<file path="src/rtl/uart_tx_arbiter_if.sv">
// Bundle between the requesters, the UART TX and the round-robin arbiter.
// The arbiter side uses modport master; the requester/UART side uses modport slave.
interface uart_tx_arbiter_if #(
  parameter int DATA_WIDTH = 8,
  parameter int NUM_REQ    = 4
);
  // Handshakes: req[i] is a level held until ack[i] pulses. DATA_VALID_TX is a
  // one-cycle load strobe, accepted by a busy_flag_TX rise or rejected by data_lost_TX.
  logic [NUM_REQ-1:0]            req;
  logic [NUM_REQ*DATA_WIDTH-1:0] req_data;
  logic [NUM_REQ-1:0]            grant;
  logic [NUM_REQ-1:0]            ack;
  logic [DATA_WIDTH-1:0]         P_DATA_IN_TX;
  logic                          DATA_VALID_TX;
  logic                          busy_flag_TX;
  logic                          data_lost_TX;
  logic                          arb_busy;
  logic                          drop_err;
  logic                          timeout_err;
  logic [1:0]                    state_dbg;

  modport master (
    input  req, req_data, busy_flag_TX, data_lost_TX,
    output grant, ack, P_DATA_IN_TX, DATA_VALID_TX, arb_busy, drop_err, timeout_err,
           state_dbg
  );

  modport slave (
    output req, req_data, busy_flag_TX, data_lost_TX,
    input  grant, ack, P_DATA_IN_TX, DATA_VALID_TX, arb_busy, drop_err, timeout_err,
           state_dbg
  );
endinterface

</file>
<file path="src/rtl/uart_tx_arbiter.sv">
// Round-robin sequencer sharing one UART TX among NUM_REQ requesters, one frame at a time.
// Define UART_ARB_TIMEOUT_EN to abort a load that the TX never acknowledges with busy.
module uart_tx_arbiter #(
  parameter int DATA_WIDTH = 8,
  parameter int NUM_REQ    = 4,
  parameter int TIMEOUT    = 64
) (
  input  logic              tx_clk,
  input  logic              rst,
  uart_tx_arbiter_if.master bus
);
  localparam int IW = (NUM_REQ > 1) ? $clog2(NUM_REQ) : 1;

  typedef enum logic [1:0] {
    IDLE      = 2'd0,
    LOAD      = 2'd1,
    WAIT_BUSY = 2'd2,
    WAIT_DONE = 2'd3
  } state_t;

  state_t                  state;
  logic [IW-1:0]           last;
  logic [IW-1:0]           owner;
  logic [NUM_REQ-1:0]      grant_q;
  logic [NUM_REQ-1:0]      ack_q;
  logic [DATA_WIDTH-1:0]   data_q;
  logic                    dv_q;
  logic                    arb_busy_q;
  logic                    drop_q;

  logic [NUM_REQ-1:0]      cand;
  logic                    pick_valid;
  logic [IW-1:0]           pick_idx;
  logic [IW-1:0]           idx;
  logic [NUM_REQ-1:0]      pick_oh;
  logic [DATA_WIDTH-1:0]   sel_data;

`ifdef UART_ARB_TIMEOUT_EN
  localparam int CW = $clog2(TIMEOUT + 1);
  logic [CW-1:0] tmo_cnt;
  logic          tmo_q;
`endif

  // A requester still holding req during its own ack cycle must not re-win immediately.
  assign cand = bus.req & ~ack_q;

  // Search last+1, last+2, ... ; iterating downwards lets the nearest candidate win.
  always_comb begin
    pick_valid = 1'b0;
    pick_idx   = '0;
    pick_oh    = '0;
    idx        = '0;
    for (int k = NUM_REQ; k >= 1; k--) begin
      idx = IW'((int'(last) + k) % NUM_REQ);
      if (cand[idx]) begin
        pick_valid    = 1'b1;
        pick_idx      = idx;
        pick_oh       = '0;
        pick_oh[idx]  = 1'b1;
      end
    end
  end

  always_comb begin
    sel_data = '0;
    for (int i = 0; i < NUM_REQ; i++) begin
      if (pick_idx == IW'(i)) sel_data = bus.req_data[i*DATA_WIDTH +: DATA_WIDTH];
    end
  end

  always_ff @(posedge tx_clk) begin
    if (rst) begin
      state      <= IDLE;
      last       <= IW'(NUM_REQ - 1);
      owner      <= '0;
      grant_q    <= '0;
      ack_q      <= '0;
      data_q     <= '0;
      dv_q       <= 1'b0;
      arb_busy_q <= 1'b0;
      drop_q     <= 1'b0;
`ifdef UART_ARB_TIMEOUT_EN
      tmo_cnt    <= '0;
      tmo_q      <= 1'b0;
`endif
    end else begin
      ack_q  <= '0;
      dv_q   <= 1'b0;
      drop_q <= 1'b0;
`ifdef UART_ARB_TIMEOUT_EN
      tmo_q  <= 1'b0;
`endif
      case (state)
        IDLE: begin
          if (pick_valid) begin
            owner      <= pick_idx;
            grant_q    <= pick_oh;
            data_q     <= sel_data;
            dv_q       <= 1'b1;
            arb_busy_q <= 1'b1;
            state      <= LOAD;
`ifdef UART_ARB_TIMEOUT_EN
            tmo_cnt    <= '0;
`endif
          end
        end
        LOAD: begin
`ifdef UART_ARB_TIMEOUT_EN
          tmo_cnt <= tmo_cnt + 1'b1;
`endif
          if (bus.data_lost_TX) begin
            drop_q     <= 1'b1;
            grant_q    <= '0;
            arb_busy_q <= 1'b0;
            state      <= IDLE;
          end else begin
            state <= WAIT_BUSY;
          end
        end
        WAIT_BUSY: begin
          // A rejected load keeps last unchanged so the same requester retries first.
          if (bus.data_lost_TX) begin
            drop_q     <= 1'b1;
            grant_q    <= '0;
            arb_busy_q <= 1'b0;
            state      <= IDLE;
          end else if (bus.busy_flag_TX) begin
            state <= WAIT_DONE;
          end
`ifdef UART_ARB_TIMEOUT_EN
          else if (tmo_cnt >= CW'(TIMEOUT - 1)) begin
            drop_q     <= 1'b1;
            tmo_q      <= 1'b1;
            grant_q    <= '0;
            arb_busy_q <= 1'b0;
            last       <= owner;
            state      <= IDLE;
          end else begin
            tmo_cnt <= tmo_cnt + 1'b1;
          end
`endif
        end
        WAIT_DONE: begin
          if (!bus.busy_flag_TX) begin
            ack_q      <= grant_q;
            grant_q    <= '0;
            last       <= owner;
            arb_busy_q <= 1'b0;
            state      <= IDLE;
          end
        end
        default: state <= IDLE;
      endcase
    end
  end

  assign bus.grant         = grant_q;
  assign bus.ack           = ack_q;
  assign bus.P_DATA_IN_TX  = data_q;
  assign bus.DATA_VALID_TX = dv_q;
  assign bus.arb_busy      = arb_busy_q;
  assign bus.drop_err      = drop_q;
  assign bus.state_dbg     = state;
`ifdef UART_ARB_TIMEOUT_EN
  assign bus.timeout_err   = tmo_q;
`else
  assign bus.timeout_err   = 1'b0;
`endif
endmodule

</file>
<file path="src/flat_wrapper.sv">
// flat-port wrapper written by rule: the top's interface ports become plain ports
module uart_tx_arbiter_flat 
#(
  parameter int DATA_WIDTH = 8,
  parameter int NUM_REQ    = 4,
  parameter int TIMEOUT    = 64
)
  (tx_clk, rst, bus_req, bus_req_data, bus_busy_flag_TX, bus_data_lost_TX, bus_grant, bus_ack, bus_P_DATA_IN_TX, bus_DATA_VALID_TX, bus_arb_busy, bus_drop_err, bus_timeout_err, bus_state_dbg);
  uart_tx_arbiter_if #(.DATA_WIDTH(DATA_WIDTH), .NUM_REQ(NUM_REQ)) bus_i ();
  input  logic tx_clk;
  input  logic rst;
  input wire logic [$bits(bus_i.req)-1:0] bus_req;
  input wire logic [$bits(bus_i.req_data)-1:0] bus_req_data;
  input wire logic [$bits(bus_i.busy_flag_TX)-1:0] bus_busy_flag_TX;
  input wire logic [$bits(bus_i.data_lost_TX)-1:0] bus_data_lost_TX;
  output wire logic [$bits(bus_i.grant)-1:0] bus_grant;
  output wire logic [$bits(bus_i.ack)-1:0] bus_ack;
  output wire logic [$bits(bus_i.P_DATA_IN_TX)-1:0] bus_P_DATA_IN_TX;
  output wire logic [$bits(bus_i.DATA_VALID_TX)-1:0] bus_DATA_VALID_TX;
  output wire logic [$bits(bus_i.arb_busy)-1:0] bus_arb_busy;
  output wire logic [$bits(bus_i.drop_err)-1:0] bus_drop_err;
  output wire logic [$bits(bus_i.timeout_err)-1:0] bus_timeout_err;
  output wire logic [$bits(bus_i.state_dbg)-1:0] bus_state_dbg;
  assign bus_i.req = bus_req;
  assign bus_i.req_data = bus_req_data;
  assign bus_i.busy_flag_TX = bus_busy_flag_TX;
  assign bus_i.data_lost_TX = bus_data_lost_TX;
  assign bus_grant = bus_i.grant;
  assign bus_ack = bus_i.ack;
  assign bus_P_DATA_IN_TX = bus_i.P_DATA_IN_TX;
  assign bus_DATA_VALID_TX = bus_i.DATA_VALID_TX;
  assign bus_arb_busy = bus_i.arb_busy;
  assign bus_drop_err = bus_i.drop_err;
  assign bus_timeout_err = bus_i.timeout_err;
  assign bus_state_dbg = bus_i.state_dbg;
  uart_tx_arbiter #(.DATA_WIDTH(DATA_WIDTH), .NUM_REQ(NUM_REQ), .TIMEOUT(TIMEOUT)) u_core (.tx_clk(tx_clk), .rst(rst), .bus(bus_i));
endmodule
</file>
<file path="config.mk">
export PLATFORM = sky130hd
export DESIGN_NAME = uart_tx_arbiter_flat
export DESIGN_NICKNAME = d
export VERILOG_FILES = /design/src/rtl/uart_tx_arbiter_if.sv /design/src/rtl/uart_tx_arbiter.sv /design/src/flat_wrapper.sv
export SDC_FILE = /design/constraint.sdc
export NUM_CORES = 1
export LEC_CHECK = 0
export CORE_ASPECT_RATIO = 1.75
export CORE_UTILIZATION = 49
export CTS_BUF_LIST = sky130_fd_sc_hd__clkbuf_4 sky130_fd_sc_hd__clkbuf_8
export DETAILED_ROUTE_END_ITERATION = 16
export PLACE_DENSITY_LB_ADDON = 0.08
export SETUP_SLACK_MARGIN = 0.4
export SYNTH_ARGS = -nofsm -noshare
export SYNTH_HDL_FRONTEND = slang
export SYNTH_SLANG_ARGS = --single-unit
</file>
<file path="constraint.sdc">
create_clock -name tx_clk -period 3.9 [get_ports tx_clk]
set_input_delay 0.585 -clock tx_clk [delete_from_list [all_inputs] [get_ports tx_clk]]
set_output_delay 0.585 -clock tx_clk [all_outputs]
set_load 0.005 [all_outputs]
</file>
==> flow_summary.yaml, run 1 <==
outcome:
  status: "finished, final reports clean"
worst_setup_path:
  reg2regPathDepth: 8
  startpoint: "u_core.last[1]"
  worst_setup_path_start_kind: "flip-flop"
  endpoint_kind: "flip-flop"
  cp_max_fo: 10
  r2r-start: "u_core.last[1]"
  worst_ep_required_time_ns: 4.08
  critPathKind: "reg -> reg"
  worstPathArrival_ns: 3.26
power_and_ir_drop:
  comb_power_share: 0.334
  p_int_mw: 0.472
  peakVddDrop_mv: 0.242
  finalPower_mw: 0.684
  pwr-share-seq: 0.428
  p_switching_mw: 0.212
  power_density_nw_per_um2: 253
  p_clk_frac: 0.238
  swShare: 0.310
  leakage_nw: 1.08
finish:
  layoutNonFillerInstCount: 347
  design_area_um2: 2710
  final_util: 0.687
  diodes: 0
  nets: 352
  syn_to_final_growth_pct: 32.2
  drive_gt1_frac: 0.0602
cts:
  clk_pin_slew_ns: 0.10
  postCtsSetupBuffers: 0
  cts_buffer_depth: 2
  cts_sinks: 25
  clkLatencyLatePin_ns: 0.28
  ctsResizeCount: 0
  cts_tree: "built"
  ctsRootBufferMaster: "clkbuf_8"
  cts_hold_buf: 0
  cts_buffers: 3
  h-tree-depth: 1
min_path:
  worstHoldStart: "u_core.owner[1]"
  hold_depth: 2
  holdCritPathClass: "reg -> reg"
timing:
  worst_pin_slew_ns: 0.857
  hold_slack_ns: 0.499
  finalClockSkew_ns: 0.00856
  slew_violations: 0
  setup_violations: 0
  fin_ws_ns: 0.825
  hold_violations: 0
  timing.final.crit_share: 0.788
  rsz0062_at_grt: "false"
  slew_headroom: 0.427
  period_needed_ns: 3.07
  finalSetupTns_ns: 0
  timing.fmax_mhz: 325
synthesis:
  synth-edff-count: 0
  yosys-top-cells-area: "dfxtp_1 24%, ha_1 7.3%, nor2_1 6.0%"
  synth.top_cell.area_share: 0.244
  seq_area_frac_synth: 0.244
  ys_ff_latch: 25
  synth_top_cell_by_area: "dfxtp_1"
  synth_warnings: 0
  netlist_area_um2: 2050
  postSynthCellCount: 248
  ys_async_sr_fraction: 0
  syn_avg_cell_area_um2: 8.26
  synth-main-ff-cell: "dfxtp_1"
  synth.net_count: 300
  synth.distinct_cells: 43
floorplan:
  ioPinCount: 62
  die_x_um: 50.9
  design.core.area_um2: 3940
  die_h_um: 87.5
  rows: 30
  dieArea_um2: 4450
  initial_core_util: 0.520
place:
  place.gp.congestion: 0.868
  pre_cts_ws_ns: 0.570
  port_buffers: 60
  place_area_um2: 2660
  dpl.hpwl_um: 4680
  placedCellCount: 343
global_routing:
  grt_overflow_total: 0
  grt_pass1_wl_um: 10100
  grt_max_degree: 27
  grt_use_total: 0.302
  grt_pass1_vias: 2112
  grt_antenna_before_repair: 0
job:
  maxCapViolations: 0
drt:
  drt-initial-drc-count: 53
  wl_per_cell_um: 17.9
  finalWirelength_um: 6200
  viasPerCell: 6.20
  ant_nets: 0
  first_pass_iters: 4
  drc_errors: 0
  vias: 2152
power groups by stage:
stage | clock (mW) | combinational, mW | sequential, mW
2_1_floorplan | 0 | 0.120 | 0.294
3_3_place_gp | 0 | 0.223 | 0.299
3_5_place_dp | 0 | 0.226 | 0.298
4_1_cts | 0.166 | 0.227 | 0.292
5_1_grt | 0.174 | 0.250 | 0.294
6_report | 0.163 | 0.229 | 0.293
worst max-delay path, stage by stage, from the launching register on:
cell	delay [ns]
dfxtp_1	0.53
inv_1	0.22
ha_1	0.46
or4bb_1	0.44
o31a_1	0.18
o211a_1	0.29
mux2_4	0.35
o221a_1	0.23
o31a_1	0.27
routing by layer:
| metal | GRT usage | share of wire |
|---|---|---|
| met2 | 0.539 | 0.53 |
| met3 | 0.0278 | 0.040 |
| met4 | 0.212 | 0.066 |
| met5 | 0 | 0 |
| met1 | 0.327 | 0.37 |
cells by family (layout without fill, tap and decap cells):
kind of cell    count (synthesis)  after routing  share of synthesized area
mux                            14             14                      0.104
other cells                     1              1                    0.00183
flops                          25             25                      0.244
compound gates                 79             79                      0.295
fa+ha+maj                      12             12                     0.0733
buf+inv                        31             82                     0.0635
simple gates                   86             86                      0.218
final timing paths:
path | to | slack, ns
min reg2reg | u_core.owner[1] | 0.50
max | u_core.bus.P_DATA_IN_TX[6] | 0.83
min | u_core.owner[1] | 0.50
max reg2reg | u_core.bus.P_DATA_IN_TX[6] | 0.83
flip-flops by register name (all words and copies together) (netlist names):
signal / flops
u_core.bus.state_dbg: 2
u_core.bus.P_DATA_IN_TX: 8
u_core.bus.ack: 4
u_core.bus.drop_err: 1
u_core.bus.arb_busy: 1
u_core.bus.DATA_VALID_TX: 1
u_core.last: 2
u_core.bus.grant: 4
u_core.owner: 2
synth_stat cells, drive strengths merged, types with 2 or more instances:
cell     n
a211oi   9
a21boi   2
a21oi    6
a31oi    7
a41oi    7
and2    11
buf      4
clkbuf  13
dfxtp   25
ha      12
inv     14
mux2     7
mux2i    4
mux4     3
nand2    6
nand2b   7
nand3   11
nor2    33
nor2b    4
nor3     3
nor4bb   2
o211a    2
o21ai   14
o221a    7
o221ai   9
o31a    11
layout by cell type, fill, tap and decap left out, types with 6 or more instances in the layout:
cell,netlist,routed
clkdlybuf4s50_1,0,60
nor2_1,33,33
dfxtp_1,25,25
inv_1,14,14
o21ai_0,14,14
ha_1,12,12
and2_1,11,11
o31a_1,11,11
nand3_1,11,11
o221ai_1,9,9
a211oi_1,9,9
nand2b_1,7,7
mux2_4,7,7
a41oi_1,7,7
o221a_1,7,7
a31oi_1,7,7
nand2_1,6,6
a21oi_1,6,6
layout make-up:
type / instances / area [um2]
multi-input combinational: 192 / 1420
fill: 329 / 1230
timing repair buffer: 64 / 631
sequential: 25 / 500
tap: 48 / 60.1
inverter: 14 / 52.6
clock buffer: 3 / 41.3
clock inverter: 1 / 5.00
No activity file was read; power rests on OpenSTA's default activity.
==> run 2: changes to the inputs <==
--- a/config.mk
+++ b/config.mk
@@ -6,7 +6,7 @@
 export NUM_CORES = 1
 export LEC_CHECK = 0
 export CORE_ASPECT_RATIO = 1.75
-export CORE_UTILIZATION = 49
+export CORE_UTILIZATION = 44
 export CTS_BUF_LIST = sky130_fd_sc_hd__clkbuf_4 sky130_fd_sc_hd__clkbuf_8
 export DETAILED_ROUTE_END_ITERATION = 16
 export PLACE_DENSITY_LB_ADDON = 0.08
==> constraint.sdc (replaced) <==
create_clock -name tx_clk -period 2.6 [get_ports tx_clk]
set_input_delay 0.39 -clock tx_clk [delete_from_list [all_inputs] [get_ports tx_clk]]
set_output_delay 0.39 -clock tx_clk [all_outputs]
set_load 0.005 [all_outputs]
==> flow_summary.yaml, run 2 (same netlist as run 1, synthesis figures left out) <==
floorplan:
  rows: 32
  initial_core_util: 0.461
  die_h_um: 92.3
  ioPinCount: 62
  dieArea_um2: 4940
  design.core.area_um2: 4440
  die_x_um: 53.6
cts:
  clk_pin_slew_ns: 0.10
  h-tree-depth: 1
  clkLatencyLatePin_ns: 0.28
  cts_tree: "built"
  cts_buffer_depth: 2
  cts_sinks: 25
  cts_hold_buf: 0
  ctsRootBufferMaster: "clkbuf_8"
  cts_buffers: 3
job:
  maxCapViolations: 0
power_and_ir_drop:
  finalPower_mw: 1.07
  peakVddDrop_mv: 0.273
  power_density_nw_per_um2: 343
  leakage_nw: 1.27
finish:
  layout.area.seq_um2: 508
  n_fill_cell: 369
  final_cell_mix: "56 x clkdlybuf4s50_1, 33 x nor2_1, 29 x buf_4"
  largest_reg_flops: 8
  final_util: 0.703
  syn_to_final_growth_pct: 52.5
  multi_input_area_um2: 1520
  final_common_cell: "clkdlybuf4s50_1"
  nets: 387
  diodes: 0
  drive_gt1_frac: 0.225
worst_setup_path:
  critPathKind: "reg -> reg"
  worst_ep_required_time_ns: 2.77
  crit_chain: "buf_6 > and4b_1 > or4_4 > buf_6 > o31a_1 > buf_6 > o221ai_2 > a31oi_1 > o31a_1"
  crit_path_frequent_cell: "buf_6"
  endpoint_kind: "flip-flop"
  cp.buffers_inverters: 3
  slowest_delay_ns: 0.51
  worstPathArrival_ns: 2.63
  cp_max_fo: 5
  worst_setup_path_start_kind: "flip-flop"
  cp_top_family: "compound AO/OA/AOI/OAI gates"
  crit_slowest_cell: "or4_4"
global_routing:
  grt_overflow_total: 0
  grt_pass1_wl_um: 9800
  grt_use_total: 0.265
  grt_pass1_vias: 2177
  grt_antenna_before_repair: 0
  grt_max_degree: 20
timing:
  rsz0062_at_grt: "true"
  timing.final.crit_share: 0.944
  finalSetupTns_ns: 0
  slew_violations: 0
  finalClockSkew_ns: 0.00687
  hold_violations: 0
  timing.fmax_mhz: 407
  setup_violations: 0
  period_needed_ns: 2.45
drt:
  drc_errors: 0
  first_pass_iters: 4
  wl_per_cell_um: 16.2
  viasPerCell: 5.93
  drt-initial-drc-count: 60
  finalWirelength_um: 6240
  vias: 2283
  ant_nets: 0
min_path:
  holdCritPathClass: "reg -> reg"
place:
  port_buffers: 60
  dpl.hpwl_um: 4740
  place.gp.congestion: 0.942
outcome:
  status: "finished, final reports clean"
==> run 2: what timing repair did <==
item	in CTS	in global routing
gates cloned	0	0
pin swaps	13	3
setup endpoints to repair	14	14
gates resized for setup	27	12
buffers inserted	5	1
==> run 2: worst paths after layout <==
path / start / cells past startpoint / slack (ns) / endpoint
min reg2reg: u_core.bus.grant[0] / 1 / 0.50 / u_core.bus.ack[0]
max: u_core.last[0] / 9 / 0.15 / u_core.bus.P_DATA_IN_TX[2]
min: u_core.bus.grant[0] / 1 / 0.50 / u_core.bus.ack[0]
max reg2reg: u_core.last[0] / 9 / 0.15 / u_core.bus.P_DATA_IN_TX[2]
==> run 2: through the flow <==
step / setup WS [ns] / std cells / cell area [um2] / hold slack, ns
after global routing: 0.0749 / 385 / 3120 / 0.515
after floorplan: 0.152 / 248 / 2100 / 0.463
after CTS: 0.156 / 384 / 3090 / 0.504
after global placement: -0.313 / 375 / 2910 / 0.475
final: 0.145 / 385 / 3120 / 0.503
after detailed placement: -0.350 / 375 / 2910 / 0.485
==> run 2: report_power, final <==
| part | internal (mW) | leakage, nW | switching, mW |
|---|---|---|---|
| registers | 0.412 | 0.206 | 0.0214 |
| logic | 0.222 | 1.03 | 0.168 |
| clock network | 0.113 | 0.0261 | 0.137 |
==> run 2: cell type report <==
| class | instances | share of cell area |
|---|---|---|
| clock inverters | 1 | 0.00280 |
| well taps | 51 | 0.0204 |
| multi-input cells | 192 | 0.486 |
| clock buffers | 3 | 0.0132 |
| inverters | 14 | 0.0184 |
| flip-flops and latches | 25 | 0.163 |
| repair buffers | 99 | 0.296 |
==> run 2: metal layers <==
metal	part of all wire	track usage	wire length, um	up-vias
met3	0.032	0.0199	200	16
met1	0.37	0.263	2280	1079
met5	0	0	0	-
met4	0.033	0.118	205	0
li1	-	-	-	1106
met2	0.57	0.510	3550	82
